--- src/rtl/dmem_arbiter.sv ---
// Two-port round-robin arbiter and sequencer for the single-port data memory.
// Port 0 is the core load/store path, port 1 is the loader; core_stall freezes the PC.
//
// state  | meaning
// IDLE   | arbitrate; on grant latch request and raise the strobe for the next cycle
// ACCESS | memory strobe asserted for this single cycle; load latency counter
// WAIT   | count down memory latency; capture read data when counter reaches 0
// RESP   | one-cycle ack to the granted port
module dmem_arbiter #(
    parameter int DATA_W     = 32,
    parameter int DM_ADDRESS = 9,
    parameter int LATENCY    = 1
) (
    input  logic                  clk,
    input  logic                  reset,
    input  logic                  req0,
    input  logic                  we0,
    input  logic [DM_ADDRESS-1:0] addr0,
    input  logic [DATA_W-1:0]     wdata0,
    output logic                  ack0,
    output logic [DATA_W-1:0]     rdata0,
    input  logic                  req1,
    input  logic                  we1,
    input  logic [DM_ADDRESS-1:0] addr1,
    input  logic [DATA_W-1:0]     wdata1,
    output logic                  ack1,
    output logic [DATA_W-1:0]     rdata1,
    output logic                  core_stall,
    output logic                  mem_read,
    output logic                  mem_write,
    output logic [DM_ADDRESS-1:0] mem_addr,
    output logic [DATA_W-1:0]     mem_wdata,
    input  logic [DATA_W-1:0]     mem_rdata
);

    typedef enum logic [1:0] {
        IDLE   = 2'd0,
        ACCESS = 2'd1,
        WAIT   = 2'd2,
        RESP   = 2'd3
    } state_t;

    localparam logic [2:0] CNT_LOAD = 3'(LATENCY - 1);

    state_t                state, state_nxt;
    logic                  last_gnt, last_gnt_nxt;
    logic                  id, id_nxt;
    logic                  we_q, we_nxt;
    logic [2:0]            cnt, cnt_nxt;
    logic [DM_ADDRESS-1:0] addr_nxt;
    logic [DATA_W-1:0]     wdata_nxt;
    logic                  read_nxt, write_nxt;
    logic                  ack0_nxt, ack1_nxt;
    logic [DATA_W-1:0]     rdata0_nxt, rdata1_nxt;
    logic                  gnt1;
    logic                  we_sel;

    assign core_stall = req0 & ~ack0;

    always_ff @(posedge clk) begin
        if (!reset) begin
            state     <= IDLE;
            last_gnt  <= 1'b1;
            id        <= 1'b0;
            we_q      <= 1'b0;
            cnt       <= 3'd0;
            mem_addr  <= '0;
            mem_wdata <= '0;
            mem_read  <= 1'b0;
            mem_write <= 1'b0;
            ack0      <= 1'b0;
            ack1      <= 1'b0;
            rdata0    <= '0;
            rdata1    <= '0;
        end else begin
            state     <= state_nxt;
            last_gnt  <= last_gnt_nxt;
            id        <= id_nxt;
            we_q      <= we_nxt;
            cnt       <= cnt_nxt;
            mem_addr  <= addr_nxt;
            mem_wdata <= wdata_nxt;
            mem_read  <= read_nxt;
            mem_write <= write_nxt;
            ack0      <= ack0_nxt;
            ack1      <= ack1_nxt;
            rdata0    <= rdata0_nxt;
            rdata1    <= rdata1_nxt;
        end
    end

    always_comb begin
        state_nxt    = state;
        last_gnt_nxt = last_gnt;
        id_nxt       = id;
        we_nxt       = we_q;
        cnt_nxt      = cnt;
        addr_nxt     = mem_addr;
        wdata_nxt    = mem_wdata;
        read_nxt     = 1'b0;
        write_nxt    = 1'b0;
        ack0_nxt     = 1'b0;
        ack1_nxt     = 1'b0;
        rdata0_nxt   = rdata0;
        rdata1_nxt   = rdata1;
        // Port 1 wins if it is alone, or if both request and port 0 was served last.
        gnt1         = req1 & (~req0 | ~last_gnt);
        we_sel       = gnt1 ? we1 : we0;

        case (state)
            IDLE: begin
                if (req0 | req1) begin
                    id_nxt       = gnt1;
                    last_gnt_nxt = gnt1;
                    we_nxt       = we_sel;
                    addr_nxt     = gnt1 ? addr1 : addr0;
                    wdata_nxt    = gnt1 ? wdata1 : wdata0;
                    read_nxt     = ~we_sel;
                    write_nxt    = we_sel;
                    state_nxt    = ACCESS;
                end
            end
            ACCESS: begin
                cnt_nxt   = CNT_LOAD;
                state_nxt = WAIT;
            end
            WAIT: begin
                if (cnt == 3'd0) begin
                    if (!we_q) begin
                        if (id) rdata1_nxt = mem_rdata;
                        else    rdata0_nxt = mem_rdata;
                    end
                    ack0_nxt  = ~id;
                    ack1_nxt  = id;
                    state_nxt = RESP;
                end else begin
                    cnt_nxt = cnt - 3'd1;
                end
            end
            RESP: begin
                state_nxt = IDLE;
            end
            default: begin
                state_nxt = IDLE;
            end
        endcase
    end

endmodule

--- config.mk ---
export PLATFORM = sky130hd
export DESIGN_NAME = dmem_arbiter
export DESIGN_NICKNAME = d
export VERILOG_FILES = /design/src/rtl/dmem_arbiter.sv
export SDC_FILE = /design/constraint.sdc
export NUM_CORES = 1
export LEC_CHECK = 0
export CAP_MARGIN = 20
export CORE_UTILIZATION = 37
export DETAILED_ROUTE_END_ITERATION = 16
export PLACE_DENSITY = 0.83
export SYNTH_ARGS = -nofsm -noshare
export SYNTH_HDL_FRONTEND = slang
export SYNTH_SLANG_ARGS = --single-unit
--- constraint.sdc ---
create_clock -name clk -period 1.45 [get_ports clk]
set_input_delay 0.145 -clock clk [delete_from_list [all_inputs] [get_ports clk]]
set_output_delay 0.145 -clock clk [all_outputs]
set_load 0.01 [all_outputs]
==> run metrics <==
status=complete, but fails checks; failing checks=negative setup slack; critical path's largest stage delay=0.32 ns; first-pass GRT wire length=21700 microns; Max VDD drop=0.777 mV; HP Class=in -> reg; vias per std cell=4.86; Avg Inst Size Synth=8.91 sq um; Async SR Flop Fraction=0; Seq cells post-synth=117; Yosys warnings=0; FP Rows=41; Top FF cell, synth=dfxtp_1; Overall Global Routing Usage=0.213; Cells after Synth=533; clk_lat worst skew=0.40 ns; gpl congestion=0.794; drt total wl=14900 microns; Crit Path Class=reg -> reg; DR iter-0 viols=211; CP arrival=1.88 ns; post-layout min period=1.57 ns; grt ovf=0; drt first pass iters=5; CTS max path bufs=2; antenna-violating nets left=0; Static Leak=4.60 nW; most frequent CP cell=buf_12; H-tree Lvls=4; clk_skew=0.00875 ns; CTS tree=yes; Total Neg Setup Slack=-1.23 ns; sequential-to-total area share from yosys stat=0.493; MaxCap Viol Count=0; Reg clk slew, reported paths=0.05 ns; Fillers=942; Post-Syn Area=4750 sq um; vias in the first global route=4462; storage element area=2340 sq um; P&R area growth vs syn=74.4%; input/output buffers=229; fin. max-slew vios=0; Least-Margin Pin Slew=0.396 ns; syn nets=659; Max FO, Critical Path=8; Max Freq=637 MHz; Final setup violation count=46; Chip Width=115 microns; largest area contributor in the netlist=dfxtp_1; Ports=230; largest net degree at the start of global routing=49; top-area cell type share of the netlist area=0.493; Post-synth EDFFs=0; multi-input logic area=2170 sq um; Synth cell types=33; Routed WL per cell=15.6 microns; height of the die=115 microns; DP HPWL=9590 microns; critical path required time=1.76 ns; Num Clock Sinks=117; critical path capture point type=flip-flop; layout cells sized above 1=0.107; Worst path slowest cell=dfxtp_2; PwrDens=1580 nW/um^2; Final Hold Viols=0; Root Buffer=clkbuf_16; initial core utilization=0.378; vias=4662; CTS buffer count=17; post-layout worst setup margin=-0.119 ns; top post-synthesis cells by area=dfxtp_1, mux2i_1, nand2_1, a21oi_1, o21ai_0; RSZ-0062 raised after global routing=yes; core footprint=12600 sq um; Layout Cells excl Fill=959; period utilisation layout=1.08; worst path cell trace=inv_2 -> ha_4 -> and4bb_4 -> nor2b_4 -> buf_12 -> buf_12 -> mux2i_1; die area=13300 sq um; initial antenna violation count=0; # hold bufs at CTS=0; DP Area=7330 sq um; Remaining DRCs=0; Worst setup SP type=flip-flop; Layout Nets=900; antenna diode count=0; placed cell count=918; Final Instance Area=8290 sq um; Max-slew headroom=0.729
-- synthesized netlist by cell type (2+ instances only) --
master / count
a21oi_1: 87
and3_1: 2
clkbuf_1: 22
buf_6: 6
buf_12: 3
inv_1: 5
dfxtp_1: 117
nor2_1: 2
o21ai_0: 43
nor3_1: 2
buf_2: 10
mux2i_1: 67
nor3b_1: 2
nand2_1: 141
ha_1: 6
-- registers in the layout, summed over array words and instances (netlist names) --
name and count:
last_gnt 1, cnt 3, mem_wdata 32, id 1, mem_write 1, we_q 1, mem_addr 9, mem_read 1
state 2, ack1 1, rdata1 32, ack0 1, rdata0 32
-- critical path, delay by kind of cell, from the launching register on --
family	cells	cell delay, ns
adders and majority gates	1	0.14
and+or+nand+nor	2	0.40
DFF	1	0.32
buffers and inverters	3	0.37
muxes	1	0.25
-- logic make-up after synthesis --
logic type,Yosys count,synth area share
buffers and inverters,47,0.0595
adder cells (fa/ha/maj),6,0.0158
flip-flops,117,0.493
multiplexers,68,0.144
AO/OA/AOI/OAI,139,0.153
AND/OR/NAND/NOR,156,0.135
-- where the power goes --
group / internal [mW] / switching, mW
Combinational: 2.32 / 2.12
Clock: 2.91 / 1.49
Sequential: 3.90 / 0.350
Total: 9.13 / 3.97
-- path summary, 6_finish.rpt --
kind | slack (ns) | depth (start not counted) | end | start
setup / recovery | -0.12 | 7 | rdata0[12] | state[0]
hold / removal | 0.16 | 3 | rdata0[0] | reset
setup reg to reg | -0.12 | 7 | rdata0[12] | state[0]
hold reg to reg | 0.45 | 2 | rdata0[23] | rdata0[23]
-- area by class of cell --
type                            count  area share
Tap cell                          172      0.0260
Clock buffer                       19      0.0535
Timing Repair Buffer              264       0.351
Multi-Input combinational cell    369       0.262
Inverter                            5     0.00227
Clock inverter                     13      0.0217
Sequential cell                   117       0.283
-- routing by layer --
layer	GRT usage	share of wire	up-vias
met1	0.237	0.41	2128
met5	0	0	-
li1	-	-	2290
met2	0.364	0.48	223
met4	0.0909	0.022	0
met3	0.0796	0.089	21
-- layout by cell type (no fill, tap or decap), types with 2 or more instances in the layout --
master,n
o21ai_0,43
nand2_1,141
buf_8,2
dlygate4sd2_1,31
dlymetal6s2s_1,66
clkbuf_16,20
and3_1,2
dfxtp_2,2
clkinv_2,4
dfxtp_1,115
ha_4,2
inv_2,3
nor2_1,2
a21oi_1,87
clkdlybuf4s50_1,131
nor3b_1,2
buf_12,10
buf_4,19
inv_1,2
ha_1,4
bufinv_16,4
nor3_1,2
mux2i_1,67
buf_16,2
clkinvlp_4,3
-- through the flow --
step | hold WS [ns] | power, mW | utilization | setup slack [ns]
final | 0.162 | 13.1 | 0.659 | -0.119
after global routing | 0.154 | 13.8 | 0.659 | -0.148
after CTS | 0.141 | 13.2 | 0.638 | -0.0669
after detailed placement | 0.447 | 8.64 | 0.583 | -0.135
after global placement | 0.441 | 8.56 | 0.583 | -0.113
after floorplan | 0.279 | 6.46 | - | -0.0374
-- what timing repair did --
item	in CTS	in global routing
cloned	2	4
pin swaps	0	0
gates resized for setup	38	70
endpoints found under the setup margin	99	168
buffers inserted	3	0
No activity file was read; power rests on OpenSTA's default activity.
